==> src/rtl/dmem_pkg.sv <==
// Shared definitions for the two-port data-memory arbiter:
// access-size codes, FSM state encoding and default bus widths.
package dmem_pkg;

    localparam int AW_DEFAULT = 9;
    localparam int DW_DEFAULT = 32;

    localparam logic [1:0] SIZE_BYTE    = 2'b00;
    localparam logic [1:0] SIZE_HALF    = 2'b01;
    localparam logic [1:0] SIZE_WORD    = 2'b10;
    localparam logic [1:0] SIZE_ILLEGAL = 2'b11;

    typedef enum logic [1:0] {
        ST_IDLE   = 2'b00,
        ST_ACCESS = 2'b01,
        ST_RESP   = 2'b10
    } arbState_t;

endpackage

==> src/rtl/dmem_rr_pick.sv <==
// Combinational two-way round-robin pick: a lone requester always wins,
// and on contention the port that was not granted last time wins.
module dmem_rr_pick
    import dmem_pkg::*;
(
    input  logic       i_req0,
    input  logic       i_req1,
    input  logic       i_lastGrant,
    output logic [1:0] o_grant
);

    always_comb begin
        o_grant = 2'b00;
        if (i_req0 && i_req1) begin
            o_grant = i_lastGrant ? 2'b01 : 2'b10;
        end else if (i_req0) begin
            o_grant = 2'b01;
        end else if (i_req1) begin
            o_grant = 2'b10;
        end
    end

endmodule

==> src/rtl/dmem_arbiter.sv <==
// Two-port arbiter and sequencer for the 512-byte data memory: grant in IDLE,
// drive the memory for one ACCESS cycle, then pulse the owner's response.
module dmem_arbiter
    import dmem_pkg::*;
#(
    parameter int AW = AW_DEFAULT,
    parameter int DW = DW_DEFAULT
) (
    input  logic          clk,
    input  logic          reset,
    input  logic          req0,
    input  logic          req1,
    input  logic          rw0,
    input  logic          rw1,
    input  logic [1:0]    size0,
    input  logic [1:0]    size1,
    input  logic [AW-1:0] addr0,
    input  logic [AW-1:0] addr1,
    input  logic [DW-1:0] wdata0,
    input  logic [DW-1:0] wdata1,
    output logic          gnt0,
    output logic          gnt1,
    output logic          rsp_valid0,
    output logic          rsp_valid1,
    output logic          rsp_err0,
    output logic          rsp_err1,
    output logic [DW-1:0] rdata0,
    output logic [DW-1:0] rdata1,
    output logic [AW-1:0] mem_A,
    output logic [DW-1:0] mem_DI,
    output logic [1:0]    mem_Size,
    output logic          mem_RW,
    output logic          mem_E,
    input  logic [DW-1:0] mem_DO,
    output logic          busy
);

    logic [1:0]    w_grant;
    logic          w_take;
    logic          w_selPort;
    logic          w_selRw;
    logic [1:0]    w_selSize;
    logic [AW-1:0] w_selAddr;
    logic [DW-1:0] w_selWdata;
    logic          w_selErr;
    logic          w_access;
    logic [DW-1:0] w_readData;

    arbState_t     r_state;
    logic          r_lastGrant;
    logic          r_cmdPort;
    logic          r_cmdRw;
    logic          r_cmdErr;
    logic [1:0]    r_cmdSize;
    logic [AW-1:0] r_cmdAddr;
    logic [DW-1:0] r_cmdWdata;
    logic          r_rspValid0;
    logic          r_rspValid1;
    logic          r_rspErr0;
    logic          r_rspErr1;
    logic [DW-1:0] r_rdata0;
    logic [DW-1:0] r_rdata1;

    dmem_rr_pick u_pick (
        .i_req0      (req0),
        .i_req1      (req1),
        .i_lastGrant (r_lastGrant),
        .o_grant     (w_grant)
    );

    // Grant is combinational so the requester sees it in the cycle it is accepted.
    assign w_take = (r_state == ST_IDLE) && !reset && (w_grant != 2'b00);
    assign gnt0   = w_take && w_grant[0];
    assign gnt1   = w_take && w_grant[1];

    assign w_selPort  = w_grant[1];
    assign w_selRw    = w_selPort ? rw1    : rw0;
    assign w_selSize  = w_selPort ? size1  : size0;
    assign w_selAddr  = w_selPort ? addr1  : addr0;
    assign w_selWdata = w_selPort ? wdata1 : wdata0;

    always_comb begin
        w_selErr = 1'b1;
        case (w_selSize)
            SIZE_BYTE:    w_selErr = 1'b0;
            SIZE_HALF:    w_selErr = w_selAddr[0];
            SIZE_WORD:    w_selErr = (w_selAddr[1:0] != 2'b00);
            SIZE_ILLEGAL: w_selErr = 1'b1;
        endcase
    end

    // The memory only sees a command during ACCESS; a reset in that cycle kills the write.
    assign w_access   = (r_state == ST_ACCESS);
    assign mem_A      = w_access ? r_cmdAddr  : '0;
    assign mem_DI     = w_access ? r_cmdWdata : '0;
    assign mem_Size   = w_access ? r_cmdSize  : 2'b00;
    assign mem_RW     = w_access && r_cmdRw;
    assign mem_E      = w_access && r_cmdRw && !r_cmdErr && !reset;
    assign w_readData = (r_cmdRw || r_cmdErr) ? '0 : mem_DO;

    assign busy       = (r_state != ST_IDLE);
    assign rsp_valid0 = r_rspValid0;
    assign rsp_valid1 = r_rspValid1;
    assign rsp_err0   = r_rspErr0;
    assign rsp_err1   = r_rspErr1;
    assign rdata0     = r_rdata0;
    assign rdata1     = r_rdata1;

    always_ff @(posedge clk) begin
        if (reset) begin
            r_state     <= ST_IDLE;
            r_lastGrant <= 1'b1;
            r_cmdPort   <= 1'b0;
            r_cmdRw     <= 1'b0;
            r_cmdErr    <= 1'b0;
            r_cmdSize   <= 2'b00;
            r_cmdAddr   <= '0;
            r_cmdWdata  <= '0;
            r_rspValid0 <= 1'b0;
            r_rspValid1 <= 1'b0;
            r_rspErr0   <= 1'b0;
            r_rspErr1   <= 1'b0;
            r_rdata0    <= '0;
            r_rdata1    <= '0;
        end else begin
            r_rspValid0 <= 1'b0;
            r_rspValid1 <= 1'b0;
            r_rspErr0   <= 1'b0;
            r_rspErr1   <= 1'b0;
            case (r_state)
                ST_IDLE: begin
                    if (w_grant != 2'b00) begin
                        r_cmdPort   <= w_selPort;
                        r_cmdRw     <= w_selRw;
                        r_cmdSize   <= w_selSize;
                        r_cmdAddr   <= w_selAddr;
                        r_cmdWdata  <= w_selWdata;
                        r_cmdErr    <= w_selErr;
                        r_lastGrant <= w_selPort;
                        r_state     <= ST_ACCESS;
                    end
                end
                ST_ACCESS: begin
                    // Response flags and read data land together so they are visible in RESP.
                    if (r_cmdPort) begin
                        r_rspValid1 <= 1'b1;
                        r_rspErr1   <= r_cmdErr;
                        r_rdata1    <= w_readData;
                    end else begin
                        r_rspValid0 <= 1'b1;
                        r_rspErr0   <= r_cmdErr;
                        r_rdata0    <= w_readData;
                    end
                    r_state <= ST_RESP;
                end
                ST_RESP: begin
                    r_state <= ST_IDLE;
                end
                default: begin
                    r_state <= ST_IDLE;
                end
            endcase
        end
    end

endmodule

==> config.mk <==
export PLATFORM = sky130hd
export DESIGN_NAME = dmem_arbiter
export DESIGN_NICKNAME = d
export VERILOG_FILES = /design/src/rtl/dmem_pkg.sv /design/src/rtl/dmem_rr_pick.sv /design/src/rtl/dmem_arbiter.sv
export SDC_FILE = /design/constraint.sdc
export NUM_CORES = 1
export LEC_CHECK = 0
export CAP_MARGIN = 20
export CELL_PAD_IN_SITES_DETAIL_PLACEMENT = 2
export CELL_PAD_IN_SITES_GLOBAL_PLACEMENT = 2
export CORE_UTILIZATION = 39
export CTS_BUF_LIST = sky130_fd_sc_hd__clkbuf_2 sky130_fd_sc_hd__clkbuf_4 sky130_fd_sc_hd__clkbuf_8
export DETAILED_ROUTE_END_ITERATION = 6
export DONT_BUFFER_PORTS = 1
export PLACE_DENSITY_LB_ADDON = 0.15
export RECOVER_POWER = 25
export SYNTH_ARGS = -nofsm -noshare
export SYNTH_HDL_FRONTEND = slang
export SYNTH_SLANG_ARGS = --single-unit
==> constraint.sdc <==
create_clock -name clk -period 4.4 [get_ports clk]
set_clock_uncertainty 0.15 [all_clocks]
set_input_delay 0.66 -clock clk [delete_from_list [all_inputs] [get_ports clk]]
set_output_delay 0.66 -clock clk [all_outputs]
set_load 0.02 [all_outputs]
* Yosys cells after proc, flatten, opt, wreduce, memory -nomap -nowiden *
Index checks and enable logic that the tools add are counted.

cells by class
  mux-type cells = 17
  equality and inequality tests = 5
  reductions and logical operators = 22
  bitwise operators = 2

operators with widths
  cell                                                  number
  2-to-1 mux 32 bit                                     3
  2-to-1 mux 9 bit                                      2
  2-to-1 mux 2 bit                                      7
  logical AND 1 bit                                     8
  AND reduction 2 bit                                   3
  nonzero test 2 bit                                    3
  OR reduction 3 bit                                    2
  equality test 2 x 1 -> 1 bit (second input constant)  2
  equality test 2 bit (second input constant)           2
  zero test 2 bit                                       2
  case mux 1 bit (4 select lines)                       1
  case mux 2 bit (2 select lines)                       1
  2-to-1 mux 1 bit                                      3
  zero test 1 bit                                       2
  != test 2 x 1 -> 1 bit (second input constant)        1
  inverter 1 bit                                        2
  OR reduction 2 bit                                    1
  logical OR 1 bit                                      1

word-level totals
  bits in registers = 117
  output and inout bits = 116

* Longest topological paths before layout *
Gate-level depths: netlist (run 1).

  depth in word-level cells = 6
  mapped depth = 7
  gate-level depth less buffers = 4

* Cells and area by module *
Synthesis (run 1) repeated with hierarchy kept, for this count alone.

unflattened totals
  cell total of the unflattened synthesis = 576
  area total of the unflattened synthesis = 5049.8 sq um

by module, submodules not included
  module        instances  area an instance (sq um)  sequential area each (sq um)  cells each
  dmem_arbiter  1          5031.1                    2342.2                        573
  dmem_rr_pick  1          18.8                      0.0                           3

* Worst setup path after synthesis (run 1) *
OpenSTA, ideal clock, no wires.

  kind = in2out
  start point = in reset
  end point = out mem_E
  stages = 3
  path buffers = 2
  arrival = 1.550 ns
  setup slack = 2.040 ns
  path through = buf_2 clkbuf_1 nor3b_1

between the ends
  cells in the longest elaborated chain, start to end = 2

ends and longest elaborated chain
  what               RTL line            source
  from (decl)        dmem_arbiter.sv:10  input logic reset,
  zero test 1 bit    dmem_arbiter.sv:98  assign mem_E = w_access && r_cmdRw && !r_cmdErr && !reset;
  logical AND 1 bit  dmem_arbiter.sv:98
  to (decl)          dmem_arbiter.sv:33  output logic mem_E,

No other way between the ends.

* Worst setup path in the final report (run 1) *
  start point = reg r_state[0]
  end point = out mem_E

between the ends
  cells in the longest elaborated chain, start to end = 4

ends and longest elaborated chain
  what                             RTL line             source
  from (decl)                      dmem_arbiter.sv:49   arbState_t r_state;
  from (signal assigned)           dmem_arbiter.sv:111  r_state <= ST_IDLE;
  from (signal assigned)           dmem_arbiter.sv:140  r_state <= ST_ACCESS;
  from (signal assigned)           dmem_arbiter.sv:154  r_state <= ST_RESP;
  equality test 2 x 1 -> 1 bit     dmem_arbiter.sv:93   assign w_access = (r_state == ST_ACCESS);
  logical AND 1 bit                n/a
  via mem_RW                       dmem_arbiter.sv:32   output logic mem_RW,
  logical AND 1 bit (2 in series)  dmem_arbiter.sv:98

The timed path passes the listed nets, and every way through them passes these cells.

==> flow_metrics.py, run 1 <==
metrics = {
    "placed_design": {
        "place_area_sq_um": 5000,
        "place.gp.congestion": 0.685,
        "place_inst": 695,
        "portBuffers": 0,
        "dp_hpwl_um": 9790,
    },
    "pwr": {
        "p_comb_share_pct": 13.3,
        "clkPwrFrac_pct": 38.4,
        "leakagePower_nw": 1.92,
        "p_switching_mw": 0.712,
        "ir_worst_vdd_mv": 0.150,
        "power_density_nw_per_um2": 461,
        "p_sw_share_pct": 28.5,
        "intPower_mw": 1.78,
        "total_power_mw": 2.49,
        "p_seq_share_pct": 48.3,
    },
    "timing": {
        "slew_violations": 0,
        "rsz0062_at_grt": "no",
        "max_slew_margin_pct": 38.5,
        "fin_crit_ps": 3030,
        "fin_setup_tns_ps": 0,
        "setup_viol": 0,
        "fmax_mhz": 330,
        "finalCritPeriodShare_pct": 68.9,
        "hold_viol_final": 0,
        "worst_pin_slew_ps": 922,
    },
    "synthesis": {
        "synth-seq-area-share_pct": 47.1,
        "synth.avg_cell_area_sq_um": 8.69,
        "synth_most_common_cell": "dfxtp_1",
        "syn_inst": 573,
        "ys_ff_latch": 117,
        "async_reset_ff_share_pct": 0,
        "netlist_top_cells_area": "dfxtp_1 (47%), mux2i_1 (9.0%), a21oi_1 (6.5%)",
        "synth-edff-count": 0,
        "ys.flop_type": "dfxtp_1",
        "synth_nets": 697,
        "synth_commonest_cells": "dfxtp_1 (117), nand2_1 (66), a21oi_1 (65)",
        "yosys.cell_types.count": 28,
        "yosysWarnings": 0,
        "syn_area_sq_um": 4980,
        "yosys.area.top_type": "dfxtp_1",
        "post-synth-top-area-fraction_pct": 47.1,
    },
    "min_path": {
        "hp-class": "in2reg",
        "hp-start": "reset",
    },
    "global_route": {
        "grt_max_degree": 118,
        "grt_pass1_vias": 4215,
        "grt_pass1_wl_um": 22500,
        "grt_usage_pct": 22.4,
        "grt_overflow": 0,
        "antenna_found_initial": 0,
    },
    "floorplanning": {
        "die_y_um": 115,
        "core-area_sq_um": 12200,
        "dieArea_sq_um": 13200,
        "ios": 240,
        "start_util_pct": 40.8,
        "num_rows": 40,
        "die_x_um": 115,
    },
    "routing": {
        "wl_met2_um": 7270,
        "drc_errors": 0,
        "met1_length_um": 5660,
        "viasPerCell": 5.53,
        "drt_wl_total_um": 14500,
        "antenna_left": 0,
        "drtPass1Iterations": 4,
        "wl_met3_um": 1390,
        "via_count": 4021,
        "top_layer": "met4",
        "drtIter0Drc": 146,
        "wl_per_cell_um": 20.0,
    },
    "setup_path": {
        "end_kind": "output port",
        "path_max_fanout": 47,
        "critPathLaunchType": "flip-flop",
        "crit_start": "r_state[0]",
        "crit_required_ps": 3590,
        "cp.arrival_ps": 2220,
        "r2r_start": "r_state[0]",
        "crit_type": "reg2out",
    },
    "layout": {
        "syn2layout_area_growth_pct": 8.60,
        "area.sequential_sq_um": 2340,
        "drive_gt1_share_pct": 10.6,
        "fin_area_sq_um": 5410,
        "multiInputGateArea_sq_um": 2390,
        "num-nets-final": 671,
        "final_cells": 727,
        "fillCellCount": 1417,
        "diodes": 0,
    },
    "clocking": {
        "cts.repair.resized": 0,
        "cts_buffers": 17,
        "htreeDepth": 4,
        "clock-sinks": 117,
        "ctsRootBufferMaster": "clkbuf_8",
        "clock_path_buffers": 2,
        "clock_latency_ps": 430,
        "post_cts_buffers": 0,
        "cts_hold_buf": 0,
        "cts_tree": "yes",
        "clkSlewWorstSetupHoldPaths_ps": 70,
    },
    "status": {
        "status": "complete, no violations",
    },
    "job": {
        "cap_violations": 0,
    },
}
## sequential cells by signal, indices dropped and copies added (netlist names), 2 cells and up
signal	count
rdata1	32
r_cmdWdata	32
r_cmdAddr	9
rdata0	32
r_cmdSize	2
r_state	2
## routing by layer
metal  track usage (%)  vias up
met5                 0        -
met4              9.70        0
met3              9.38       17
met2              38.2      156
met1              24.4     1938
li1                  -     1910
## cell type report
class                   instances  area share [%]
clock inverters                10            1.97
inverters                       1          0.0694
well taps                     168            3.89
multi-input cells             402            44.3
clock buffers                  21            5.12
flip-flops and latches        117            43.3
repair buffers                  8            1.34
## power by group through the flow
stage	Combinational [mW]	Clock, mW	Sequential (mW)
floorplan	0.298	0	1.21
global placement	0.320	0	1.22
detailed placement	0.335	0	1.23
CTS	0.336	0.988	1.20
global route	0.368	1.04	1.21
finish	0.332	0.958	1.20
## critical path, stage by stage (launching register included)
cell	delay, ps
dfxtp_1	340
nor2b_2	130
buf_4	360
and2_1	340
nor3b_1	590
## kinds of logic (layout without fill, tap and decap cells)
family	count (synthesis)	after routing	share of synthesized area (%)
buf+inv	54	40	5.25
compound gates	117	117	15.9
flops	117	117	47.1
simple gates	240	240	22.7
mux	45	45	9.05
## worst paths after layout
path / end / depth (start not counted) / slack, ps
setup / recovery: mem_E / 4 / 1370
hold / removal: r_cmdWdata[18] / 1 / 140
setup reg to reg: r_cmdAddr[0] / 5 / 2030
hold reg to reg: r_cmdWdata[27] / 2 / 350
## cells in the final DEF, fill, tap and decap left out
cell / Yosys / final
a211oi_1: 29 / 29
a211oi_2: 15 / 15
a21boi_4: 0 / 1
a21oi_1: 65 / 65
and2_1: 45 / 46
buf_12: 0 / 1
buf_4: 10 / 7
bufinv_16: 0 / 2
clkbuf_4: 0 / 2
clkbuf_8: 0 / 19
clkinv_2: 0 / 6
clkinv_4: 0 / 1
clkinvlp_4: 0 / 1
dfxtp_1: 117 / 117
inv_1: 1 / 1
mux2i_1: 45 / 45
nand2_1: 66 / 66
nand2b_1: 3 / 3
nand3_1: 64 / 64
nor2_1: 55 / 53
nor2_2: 0 / 1
nor2_4: 0 / 1
nor2_8: 1 / 1
nor2b_2: 0 / 1
nor3_1: 2 / 2
nor3b_1: 1 / 1
o21a_1: 2 / 2
o21ai_0: 2 / 2
o221ai_1: 1 / 1
o2bb2ai_1: 1 / 1
o31ai_1: 1 / 1
or2_0: 1 / 1
## through the flow
| stage | hold slack (ps) | worst slack, ps | utilization (%) |
|---|---|---|---|
| final | 145 | 1370 | 44.3 |
| after global routing | 119 | 1220 | 44.3 |
| after CTS | 104 | 1320 | 44.1 |
| after detailed placement | 339 | 1790 | 41.0 |
| after global placement | 326 | 1830 | 41.0 |
| after floorplan | 302 | 2040 | - |
Note: power is estimated with default switching activity, not from simulation.
==> run 2: changes to the inputs <==
Settings changed: CORE_UTILIZATION 39 to 36.
Clock period 4.4 ns to 3.2 ns, I/O delays scaled along.
==> flow_metrics.py, run 2 (synthesized netlist as in run 1, its figures left out) <==
metrics = {
    "status": {
        "status": "complete, no violations",
    },
    "floorplanning": {
        "dieArea_sq_um": 14300,
        "die_y_um": 120,
        "num_rows": 42,
        "die_x_um": 120,
        "ios": 240,
        "start_util_pct": 37.3,
        "core-area_sq_um": 13300,
    },
    "timing": {
        "worst_pin_slew_ps": 804,
        "setup_viol": 0,
        "finalCritPeriodShare_pct": 82.3,
        "rsz0062_at_grt": "no",
        "fmax_mhz": 380,
        "slew_violations": 0,
        "setup_ws_ps": 565,
        "hold_viol_final": 0,
        "fin_hold_ws_ps": 39.5,
        "max_slew_margin_pct": 46.4,
        "fin_crit_ps": 2630,
        "fin_setup_tns_ps": 0,
    },
    "clocking": {
        "clock-sinks": 117,
        "clock_path_buffers": 2,
        "htreeDepth": 4,
        "clkSlewWorstSetupHoldPaths_ps": 70,
        "cts_buffers": 17,
        "clock_latency_ps": 420,
        "cts_tree": "yes",
        "ctsRootBufferMaster": "clkbuf_8",
    },
    "pwr": {
        "p_switching_mw": 1.03,
        "leakagePower_nw": 1.99,
        "p_sw_share_pct": 26.9,
        "ir_worst_vdd_mv": 0.200,
        "p_seq_share_pct": 43.4,
        "power_density_nw_per_um2": 685,
        "clkPwrFrac_pct": 43.6,
        "intPower_mw": 2.79,
        "p_comb_share_pct": 13.0,
    },
    "global_route": {
        "antenna_found_initial": 0,
        "grt_pass1_wl_um": 23600,
        "grt_overflow": 0,
        "grt_max_degree": 115,
        "grt_pass1_vias": 4362,
        "grt_usage_pct": 21.4,
    },
    "placed_design": {
        "portBuffers": 0,
        "place.gp.congestion": 0.727,
        "pre_cts_slack_ps": 865,
        "dp_hpwl_um": 10100,
    },
    "layout": {
        "final_cell_mix": "dfxtp_1 (117), nand2_1 (66), a21oi_1 (65)",
        "utilization_pct": 41.6,
        "final_common_cell": "dfxtp_1",
        "num-nets-final": 674,
        "diodes": 0,
        "fillCellCount": 1465,
        "drive_gt1_share_pct": 11.2,
        "syn2layout_area_growth_pct": 11.7,
    },
    "routing": {
        "drc_errors": 0,
        "drtPass1Iterations": 4,
        "via_count": 4078,
        "antenna_left": 0,
        "viasPerCell": 5.52,
        "wl_per_cell_um": 20.4,
        "drtIter0Drc": 190,
        "drt_wl_total_um": 15100,
    },
    "setup_path": {
        "reg2reg_slack_ps": 820,
        "crit_required_ps": 2570,
        "critPathLaunchType": "flip-flop",
        "end_kind": "output port",
        "path_max_fanout": 5,
        "cp.arrival_ps": 2000,
        "crit_type": "reg2out",
    },
    "job": {
        "cap_violations": 0,
    },
    "min_path": {
        "hp-class": "in2reg",
    },
}
[run 2: cell types whose count changed in the layout (fill, tap and decap cells not counted), sizes merged]
| cell | before | now |
|---|---|---|
| buf | 8 | 11 |
| clkinvlp | 1 | 0 |
| bufinv | 2 | 6 |
| clkinv | 7 | 4 |
| clkbuf | 21 | 22 |
[run 2: what timing repair did]
item | in CTS | in global routing
gates resized for setup | 0 | 0
endpoints found under the hold margin | 114 | 0
hold buffers | 1 | 0
setup buffers | 0 | 0
endpoints found under the setup margin | 0 | 0
[run 2: power by group through the flow]
stage               combinational (mW)  sequential (mW)  clock [mW]
global route                     0.547             1.67        1.77
finish                           0.496             1.65        1.66
detailed placement               0.476             1.69           0
global placement                 0.448             1.68           0
floorplan                        0.410             1.66           0
CTS                              0.507             1.65        1.71
[run 2: metrics by stage]
stage | instances | power (mW) | area [sq um]
2_1_floorplan | 573 | 2.07 | 4980
3_5_place_dp | 706 | 2.16 | 5050
6_report | 739 | 3.81 | 5560
5_1_grt | 739 | 3.98 | 5560
3_3_place_gp | 706 | 2.13 | 5050
4_1_cts | 739 | 3.87 | 5560
[run 2: metal layers]
layer / global-route usage [%] / share of wire (%) / up-vias
met1: 23.7 / 40 / 1999
li1: - / - / 1925
met4: 7.27 / 0.94 / 0
met3: 8.17 / 8.5 / 11
met5: 0 / 0 / -
met2: 37.3 / 50 / 143
[run 2: path summary, 6_finish.rpt]
kind	cells after the start	to	start
setup / recovery	3	gnt1	r_state[0]
hold / removal	2	rdata1[14]	mem_DO[14]
setup reg to reg	5	r_cmdWdata[23]	r_state[0]
hold reg to reg	2	r_cmdWdata[13]	r_cmdWdata[13]
[run 2: worst max-delay path, stage by stage (launching register included)]
cell and delay (ps):
dfxtp_1 320, or2_0 500, nor3_1 430, and2_1 330
[run 2: final cells by class]
type,instances,area (sq um),share of cell area [%]
clock buffer,22,284,5.11
multi-input combinational,402,2390,43.1
sequential,117,2340,42.1
tap,176,220,3.96
timing repair buffer,11,115,2.07
clock inverter,10,200,3.60
inverter,1,3.75,0.0675
